## config.mk

```make
export PLATFORM = sky130hd
export DESIGN_NAME = m_debounce_bank
export DESIGN_NICKNAME = d
export VERILOG_FILES = /design/src/rtl/debounce_pkg.sv /design/src/rtl/m_debounce_ch.sv /design/src/rtl/m_debounce_bank.sv
export SDC_FILE = /design/constraint.sdc
export NUM_CORES = 1
export LEC_CHECK = 0
export CAP_MARGIN = 5
export CORE_AREA = 5 5 126 128
export DETAILED_ROUTE_END_ITERATION = 8
export DIE_AREA = 0 0 131 133
export GPL_TIMING_DRIVEN = 0
export PLACE_DENSITY = 0.73
export SYNTH_ARGS = -nofsm -noshare
export SYNTH_HDL_FRONTEND = slang
export SYNTH_SLANG_ARGS = --single-unit
```

## constraint.sdc

```tcl
create_clock -name clk -period 7.6 [get_ports clk]
set_input_delay 1.14 -clock clk [delete_from_list [all_inputs] [get_ports clk]]
set_output_delay 1.14 -clock clk [all_outputs]
set_load 0.01 [all_outputs]
```

## src/rtl/debounce_pkg.sv

```systemverilog
// Shared definitions for the switch debounce bank: channel FSM encoding,
// counter widths and a small width helper.
package debounce_pkg;

  typedef enum logic [1:0] {
    ST_LOW       = 2'd0,
    ST_LOW_PEND  = 2'd1,
    ST_HIGH      = 2'd2,
    ST_HIGH_PEND = 2'd3
  } deb_state_t;

  localparam int STAB_W = 8;
  localparam int HOLD_W = 16;
  localparam int RPT_W  = 16;

  // Accepted level is high while a high level is held or a release is pending.
  function automatic logic is_high(input deb_state_t s);
    return (s == ST_HIGH) || (s == ST_HIGH_PEND);
  endfunction

  function automatic int cnt_width(input int n);
    return (n > 2) ? $clog2(n) : 1;
  endfunction

endpackage

```

## src/rtl/m_debounce_ch.sv

```systemverilog
// One debounce channel: stability FSM on sample ticks plus long-press and
// auto-repeat timing. All pulse outputs are registered one-clk strobes.
module m_debounce_ch
  import debounce_pkg::*;
#(
  parameter int STABLE = 4,
  parameter int HOLD   = 100,
  parameter int REPEAT = 0
) (
  input  logic clk,
  input  logic res,
  input  logic tick,
  input  logic sw_sync,
  output logic sw_out,
  output logic rise,
  output logic fall,
  output logic long,
  output logic rpt
);

  localparam logic [STAB_W-1:0] STABLE_C = STAB_W'(STABLE);
  localparam logic [HOLD_W-1:0] HOLD_C   = HOLD_W'(HOLD);
  localparam logic [RPT_W-1:0]  REPEAT_C = RPT_W'(REPEAT);

  deb_state_t        state_reg, state_next;
  logic [STAB_W-1:0] stab_reg, stab_next, stab_inc;
  logic [HOLD_W-1:0] hold_reg, hold_next, hold_inc;
  logic [RPT_W-1:0]  rep_reg, rep_next, rep_inc;
  logic              rise_reg, rise_next;
  logic              fall_reg, fall_next;
  logic              long_reg, long_next;
  logic              rpt_reg, rpt_next;

  always_ff @(posedge clk) begin
    if (res) begin
      state_reg <= ST_LOW;
      stab_reg  <= '0;
      hold_reg  <= '0;
      rep_reg   <= '0;
      rise_reg  <= 1'b0;
      fall_reg  <= 1'b0;
      long_reg  <= 1'b0;
      rpt_reg   <= 1'b0;
    end else begin
      state_reg <= state_next;
      stab_reg  <= stab_next;
      hold_reg  <= hold_next;
      rep_reg   <= rep_next;
      rise_reg  <= rise_next;
      fall_reg  <= fall_next;
      long_reg  <= long_next;
      rpt_reg   <= rpt_next;
    end
  end

  always_comb begin
    state_next = state_reg;
    stab_next  = stab_reg;
    hold_next  = hold_reg;
    rep_next   = rep_reg;
    rise_next  = 1'b0;
    fall_next  = 1'b0;
    long_next  = 1'b0;
    rpt_next   = 1'b0;
    stab_inc   = stab_reg + 1'b1;
    hold_inc   = hold_reg + 1'b1;
    rep_inc    = rep_reg + 1'b1;
    if (tick) begin
      unique case (state_reg)
        ST_LOW: if (sw_sync) begin
          if (STABLE == 1) rise_next = 1'b1;
          else begin
            state_next = ST_LOW_PEND;
            stab_next  = STAB_W'(1);
          end
        end
        ST_LOW_PEND:
          if (!sw_sync) begin
            state_next = ST_LOW;
            stab_next  = '0;
          end else if (stab_inc == STABLE_C) rise_next = 1'b1;
          else stab_next = stab_inc;
        ST_HIGH: if (!sw_sync) begin
          if (STABLE == 1) fall_next = 1'b1;
          else begin
            state_next = ST_HIGH_PEND;
            stab_next  = STAB_W'(1);
          end
        end
        ST_HIGH_PEND:
          if (sw_sync) begin
            state_next = ST_HIGH;
            stab_next  = '0;
          end else if (stab_inc == STABLE_C) fall_next = 1'b1;
          else stab_next = stab_inc;
        default: ;
      endcase
      // Hold timing keeps running through a pending release; the release tick itself is silent.
      if (is_high(state_reg) && !fall_next) begin
        if (hold_reg != HOLD_C) begin
          hold_next = hold_inc;
          long_next = (hold_inc == HOLD_C);
        end else if (REPEAT != 0) begin
          if (rep_inc == REPEAT_C) begin
            rpt_next = 1'b1;
            rep_next = '0;
          end else rep_next = rep_inc;
        end
      end
      if (rise_next) begin
        state_next = ST_HIGH;
        stab_next  = '0;
        hold_next  = '0;
        rep_next   = '0;
      end
      if (fall_next) begin
        state_next = ST_LOW;
        stab_next  = '0;
        hold_next  = '0;
        rep_next   = '0;
      end
    end
  end

  always_comb begin
    sw_out = is_high(state_reg);
    rise   = rise_reg;
    fall   = fall_reg;
    long   = long_reg;
    rpt    = rpt_reg;
  end

endmodule

```

## src/rtl/m_debounce_bank.sv

```systemverilog
// Bank of N debounced switches sharing one sample-tick prescaler; each raw
// input is double-flopped before reaching its channel FSM.
module m_debounce_bank
  import debounce_pkg::*;
#(
  parameter int N        = 4,
  parameter int TICK_DIV = 50000,
  parameter int STABLE   = 4,
  parameter int HOLD     = 100,
  parameter int REPEAT   = 0
) (
  input  logic         clk,
  input  logic         res,
  input  logic [N-1:0] sw_in,
  output logic [N-1:0] sw_out,
  output logic [N-1:0] rise,
  output logic [N-1:0] fall,
  output logic [N-1:0] long,
  output logic [N-1:0] rpt
);

  localparam int               DIV_W    = cnt_width(TICK_DIV);
  localparam logic [DIV_W-1:0] DIV_LAST = DIV_W'(TICK_DIV - 1);

  logic [N-1:0]     sync1_reg, sync2_reg;
  logic [DIV_W-1:0] div_reg;
  logic             tick;

  assign tick = (div_reg == DIV_LAST);

  always_ff @(posedge clk) begin
    if (res) begin
      sync1_reg <= '0;
      sync2_reg <= '0;
      div_reg   <= '0;
    end else begin
      sync1_reg <= sw_in;
      sync2_reg <= sync1_reg;
      div_reg   <= tick ? '0 : div_reg + 1'b1;
    end
  end

  generate
    for (genvar gi = 0; gi < N; gi++) begin : g_ch
      m_debounce_ch #(
        .STABLE (STABLE),
        .HOLD   (HOLD),
        .REPEAT (REPEAT)
      ) u_ch (
        .clk     (clk),
        .res     (res),
        .tick    (tick),
        .sw_sync (sync2_reg[gi]),
        .sw_out  (sw_out[gi]),
        .rise    (rise[gi]),
        .fall    (fall[gi]),
        .long    (long[gi]),
        .rpt     (rpt[gi])
      );
    end
  endgenerate

endmodule

```

# Word-level counts from Yosys, hierarchy flattened
# Index checks and enable logic that the tools add are counted.
word_totals:
  word_cells: 232
  output_inout_bits: 20
  ff_bits: 140
  input_bits: 6
op_classes:
  eq_ne: 41
  n_reduce_logical: 42
  n_mux: 104
  n_addsub: 9
  bitwise_logic: 9
ops:
  columns: ["op", "count"]
  rows:
  - ["$mux 16", 16]
  - ["$mux 8", 28]
  - ["$pmux 8 s4", 4]
  - ["$add 16x1->16 const B", 5]
  - ["$eq 16x7->1 const B", 4]
  - ["$ne 16x7->1 const B", 4]
  - ["$mux 2", 24]
  - ["$add 8x1->8 const B", 4]
  - ["$eq 8x3->1 const B", 4]
  - ["$ne 4x2->1 const B", 8]
  - ["$ne 4x3->1 const B", 8]
  - ["$pmux 2 s4", 4]
  - ["$mux 1", 28]
  - ["$reduce_and 3->1", 8]
  - ["$reduce_bool 3->1", 8]
  - ["$reduce_and 5->1", 4]
  - ["$eq 16x16->1 const B", 1]
  - ["$eq 2x2->1 const B", 8]
  - ["$reduce_or 4->1", 4]
  - ["$not 1->1", 9]
  - ["$eq 2x1->1 const B", 4]
  - ["$logic_not 2->1", 4]
  - ["$logic_and 1x1->1", 4]
  - ["$logic_not 1->1", 4]
  - ["other kinds (2)", 6]

# Depth between registers and ports, before layout
depth:
  word_depth: 11
  depth_mapped: 9

# Cells and area by module
# From an unflattened synthesis, not the netlist that was laid out.
hier_totals:
  cells_unflattened: 993
  area_unflattened_um2: 8018.9
modules_own_cells:
  columns: ["module", "n_inst", "cells_per_inst", "area_per_inst_um2", "seq_area_each_um2"]
  rows:
  - ["m_debounce_ch", 4, 224, 1770.4, 580.6]
  - ["m_debounce_bank", 1, 97, 937.1, 480.5]

# Worst setup path after synthesis
# No wires, ideal clock.
synth_timing:
  path_type: "input port to flip-flop"
  from: "in res"
  to: "reg g_ch[3].u_ch.long_reg"
  stages: 5
  setup_slack_ps: 5167
  arrival_ps: 2341
  t_required_ps: 7508
  cell_sequence: "clkbuf_1 nor2_1 nand3_1 or4_1 nor4_1"
synth_via:
  elab_chain_cells: 1
synth_rtl:
  columns: ["item", "line", "text"]
  rows:
  - ["start: declaration", "m_debounce_bank.sv:13", "input logic res,"]
  - ["$reduce_or 4->1 (no source line)", null, null]
  - ["end signal: assignment", "m_debounce_ch.sv:51", "long_reg <= long_next;"]
  - ["end: declaration", "m_debounce_ch.sv:31", "logic long_reg, long_next;"]
# Every way passes these cells.
# A chain may end at the register's enable or synchronous reset.

# Worst setup path after layout
layout_timing:
  from: "reg div_reg[0]"
  to: "reg g_ch[3].u_ch.long_reg"
layout_via:
  elab_chain_cells: 3
layout_rtl:
  columns: ["item", "line", "text"]
  rows:
  - ["start: declaration", "m_debounce_bank.sv:26", "logic [DIV_W-1:0] div_reg;"]
  - ["start signal: assignment", "m_debounce_bank.sv:39", "div_reg <= tick ? '0 : div_reg + 1'b1;"]
  - ["$eq 16x16->1", "m_debounce_bank.sv:29", "assign tick = (div_reg == DIV_LAST);"]
  - ["$not 1->1 (no source line)", null, null]
  - ["$reduce_or 4->1 (no source line)", null, null]
# Every way passes these cells.

==> run summary <==
STATUS
----------------------------------------------------------------------------------------
Outcome                                                                     complete, no violations

TIMING
----------------------------------------------------------------------------------------
Slew Limit Fails                                                                       0
Tightest slew margin relative to the limit                                         16.8%
Final number of hold-violating endpoints                                               0
Post-Route Setup TNS                                                                0 ns
Max Clock Skew                                                                0.00801 ns
F_max                                                                            330 MHz
Portion of the clock cycle consumed by the worst path in the final layout          39.9%
Final setup violation count                                                            0
Measured slew at the worst slew-check pin                                        1.24 ns
Unrepaired setup endpoints after global routing                                       no
Clock period minus worst slack                                                   3.03 ns

SETUP PATH
----------------------------------------------------------------------------------------
Reg-to-reg critical path endpoint                                           g_ch[3].u_ch.long
Worst reg-to-reg path cell count                                                       7
Worst Setup Start Kind                                                          register
Sort of element at the end of the critical path                                 register
Worst setup path start                                                        div_reg[0]
Critical Path Fanout Max                                                               6
R2r startpoint                                                                div_reg[0]
Critical path capture point                                                 g_ch[3].u_ch.long
Worst Setup Path Type                                                         reg -> reg
Register-to-register setup slack                                                 4.57 ns
Worst EP required                                                                7.92 ns
Arrival time at the worst endpoint                                               3.35 ns

YOSYS
----------------------------------------------------------------------------------------
Share of synthesized cell area in and, or, nand and nor gates                      32.3%
Post-synthesis async set-or-reset flop share                                          0%
XOR/XNOR Fraction of Synth Area                                                    4.23%
Adder-Cell Fraction of Synth Area                                                  2.07%
Synthesis warning total                                                                0
Sequential share of the synthesized area                                           35.6%
Seq cells post-synth                                                                 140
Fraction of the mapped netlist area in compound gates                              19.3%
Cell area after synthesis                                                       7870 um2
Count of flip-flops with a built-in enable after synthesis                             0
Cells after synthesis                                                               1014
Multiplexer share of the synthesized area                                         0.255%
Count of different cell masters after synthesis                                       65
Combinational family with the most area after synthesis                     simple AND/OR/NAND/NOR gates
Leading register cell type out of synthesis                                 sky130_fd_sc_hd__dfxtp_1
Mean cell area of the mapped netlist                                            7.76 um2

GLOBAL ROUTING
----------------------------------------------------------------------------------------
Pin count of the biggest net entering global routing                                  17
Global-route wire length before repair                                          33100 um
Total GRT Usage                                                                    23.2%
Number of global-route vias before repair                                           6746
Antenna violations before repair                                                       0
Congestion Overflow GR                                                                 0

CLOCKING
----------------------------------------------------------------------------------------
CTS buffer count                                                                      17
CTS tree                                                                           built
Buffer type at the clock tree root                                          sky130_fd_sc_hd__clkbuf_16
Post-CTS Setup Inserts                                                                 0
Clock Tree Buf Depth                                                                   2
Hold buffer count at cts                                                               0
TritonCTS Sinks                                                                      140
Clock-pin slew on the worst setup and hold paths                                 0.05 ns
Htree depth                                                                            4
Cells resized by post-CTS repair                                                       0
Worst skew pair latency                                                          0.43 ns

ROUTING
----------------------------------------------------------------------------------------
Drt first-iter violations                                                            687
Number of routed nets with antenna violations                                          0
Total iterations of the first detailed-routing run                                     6
Total Routed Length                                                             20100 um
Post-detailed-route via-to-cell ratio                                               6.09
Via count                                                                           7650
Post-route DRC violation count                                                         0
Average wire per cell in the routed design                                       16.0 um

CELLS AND AREA
----------------------------------------------------------------------------------------
Area occupied by multi-input gates                                              4590 um2
Fill cell instance count of the final layout                                        1312
Antenna diode count                                                                    0
Fraction of layout instances using a drive strength above 1                        6.46%
Nets@finish                                                                         1075
Final core utilization                                                             60.5%
Sequential cell area in the final layout                                        2800 um2
Max FFs per register                                                                  64
Most common library cell in the layout ignoring fill and taps               sky130_fd_sc_hd__dfxtp_1
Signed area change from the synthesized netlist to the final layout                13.4%
Commonest cells after routing, fill and taps aside                          sky130_fd_sc_hd__dfxtp_1 (140), sky130_fd_sc_hd__nor2_1 (104), sky130_fd_sc_hd__a21oi_1 (97), sky130_fd_sc_hd__o21ai_0 (74), sky130_fd_sc_hd__nand2_1 (68)

FLOORPLAN
----------------------------------------------------------------------------------------
Std-Cell Rows                                                                         45
Starting Density                                                                   53.3%
Floorplan core area                                                            14800 um2
Die X                                                                             131 um
Number of top-level pins                                                              26
DIE HEIGHT                                                                        133 um
Full die area                                                                  17400 um2

POWER AND IR DROP
----------------------------------------------------------------------------------------
IR Drop Worst-Case VDD                                                          0.158 mV
Power density over the cells                                                  184 nW/um2
Leakage power of the design                                                      2.88 nW

FLOW RUN
----------------------------------------------------------------------------------------
Max-capacitance violation count                                                        0

PLACEMENT
----------------------------------------------------------------------------------------
Global placement routability congestion                                            0.889
Dpl hpwl                                                                        13600 um
Count of input and output buffers                                                     20

WORST HOLD PATH
----------------------------------------------------------------------------------------
Worst Min Path Start                                                        sync1_reg[1]
Kind of path behind the tightest hold check                                   reg -> reg

## synthesized netlist by cell type, types with 6 or more instances
| master | number | area [um2] |
|---|---|---|
| sky130_fd_sc_hd__nor2b_1 | 21 | 131 |
| sky130_fd_sc_hd__ha_1 | 13 | 163 |
| sky130_fd_sc_hd__a21oi_1 | 97 | 485 |
| sky130_fd_sc_hd__a21o_1 | 6 | 45.0 |
| sky130_fd_sc_hd__dfxtp_1 | 140 | 2800 |
| sky130_fd_sc_hd__xor2_1 | 16 | 140 |
| sky130_fd_sc_hd__nor4b_1 | 6 | 52.6 |
| sky130_fd_sc_hd__nand2_1 | 68 | 255 |
| sky130_fd_sc_hd__nor3_1 | 32 | 160 |
| sky130_fd_sc_hd__buf_4 | 21 | 158 |
| sky130_fd_sc_hd__and3_1 | 26 | 163 |
| sky130_fd_sc_hd__o211ai_1 | 13 | 97.6 |
| sky130_fd_sc_hd__or3_1 | 18 | 113 |
| sky130_fd_sc_hd__buf_2 | 6 | 30.0 |
| sky130_fd_sc_hd__a31oi_1 | 12 | 75.1 |
| sky130_fd_sc_hd__nand3_1 | 52 | 260 |
| sky130_fd_sc_hd__nand4b_1 | 8 | 70.1 |
| sky130_fd_sc_hd__nor4_1 | 14 | 87.6 |
| sky130_fd_sc_hd__a211oi_1 | 8 | 60.1 |
| sky130_fd_sc_hd__nand4_1 | 30 | 188 |
| sky130_fd_sc_hd__nor2_1 | 104 | 390 |
| sky130_fd_sc_hd__and4_1 | 7 | 61.3 |
| sky130_fd_sc_hd__o32ai_1 | 7 | 61.3 |
| sky130_fd_sc_hd__or4_1 | 15 | 113 |
| sky130_fd_sc_hd__nand3b_1 | 16 | 120 |
| sky130_fd_sc_hd__nand2b_1 | 7 | 43.8 |
| sky130_fd_sc_hd__inv_1 | 34 | 128 |
| sky130_fd_sc_hd__o21ai_0 | 74 | 370 |
| sky130_fd_sc_hd__xnor2_1 | 22 | 193 |
| sky130_fd_sc_hd__and2_1 | 9 | 56.3 |
| sky130_fd_sc_hd__clkbuf_1 | 41 | 154 |
## metrics by stage
stage	instances	power [mW]	setup slack, ns	cell area [um2]	hold slack [ns]
6_report	1256	1.64	4.57	8920	0.441
5_1_grt	1256	1.69	4.46	8920	0.460
4_1_cts	1256	1.65	4.59	8920	0.439
3_5_place_dp	1225	0.787	4.41	8310	0.423
3_3_place_gp	1225	0.787	4.41	8310	0.422
2_1_floorplan	1017	0.774	5.17	7880	0.414
## critical path, stage by stage, from the launching register on
cell	delay, ns
sky130_fd_sc_hd__dfxtp_1	0.35
sky130_fd_sc_hd__ha_1	0.26
sky130_fd_sc_hd__and3_1	0.28
sky130_fd_sc_hd__nand4_1	0.29
sky130_fd_sc_hd__nor2_1	0.78
sky130_fd_sc_hd__nand3_1	0.13
sky130_fd_sc_hd__or4_1	0.54
sky130_fd_sc_hd__nor4_1	0.30
## area by class of cell
type | count | area share, %
multi-input cells | 772 | 51.4
well taps | 188 | 2.64
plain buffers | 71 | 4.04
flip-flops and latches | 140 | 31.4
inverters | 34 | 1.43
clock buffers | 24 | 5.29
clock inverters | 7 | 1.54
repair buffers | 20 | 2.24
## kinds of logic (layout without fill, tap and decap cells)
kind of cell | after synthesis | count (layout)
mux | 2 | 2
other cells | 1 | 4
buf+inv | 105 | 156
compound gates | 256 | 256
flops | 140 | 140
xor+xnor | 38 | 38
simple gates | 459 | 459
fa+ha+maj | 13 | 13
## metal layers
layer | GRT usage, % | up-vias | wire, um
li1 | - | 3779 | -
met1 | 31.8 | 3605 | 9240
met2 | 35.9 | 233 | 9320
met3 | 4.52 | 33 | 1060
met4 | 8.57 | 0 | 453
met5 | 0 | - | 0
## worst min-delay path by stage
stage | endpoint | cells after the start | slack [ns]
CTS | sync2_reg[1] | 1 | 0.44
global placement | sync2_reg[1] | 1 | 0.42
detailed placement | sync2_reg[3] | 1 | 0.42
floorplan | sync2_reg[0] | 1 | 0.41
finish | sync2_reg[1] | 1 | 0.44
global route | sync2_reg[1] | 1 | 0.46
## power by group
group | switching (mW) | internal, mW
Clock | 0.303 | 0.563
Combinational | 0.0233 | 0.00804
Sequential | 0.00265 | 0.737
Note: power is estimated with default switching activity, not from simulation.
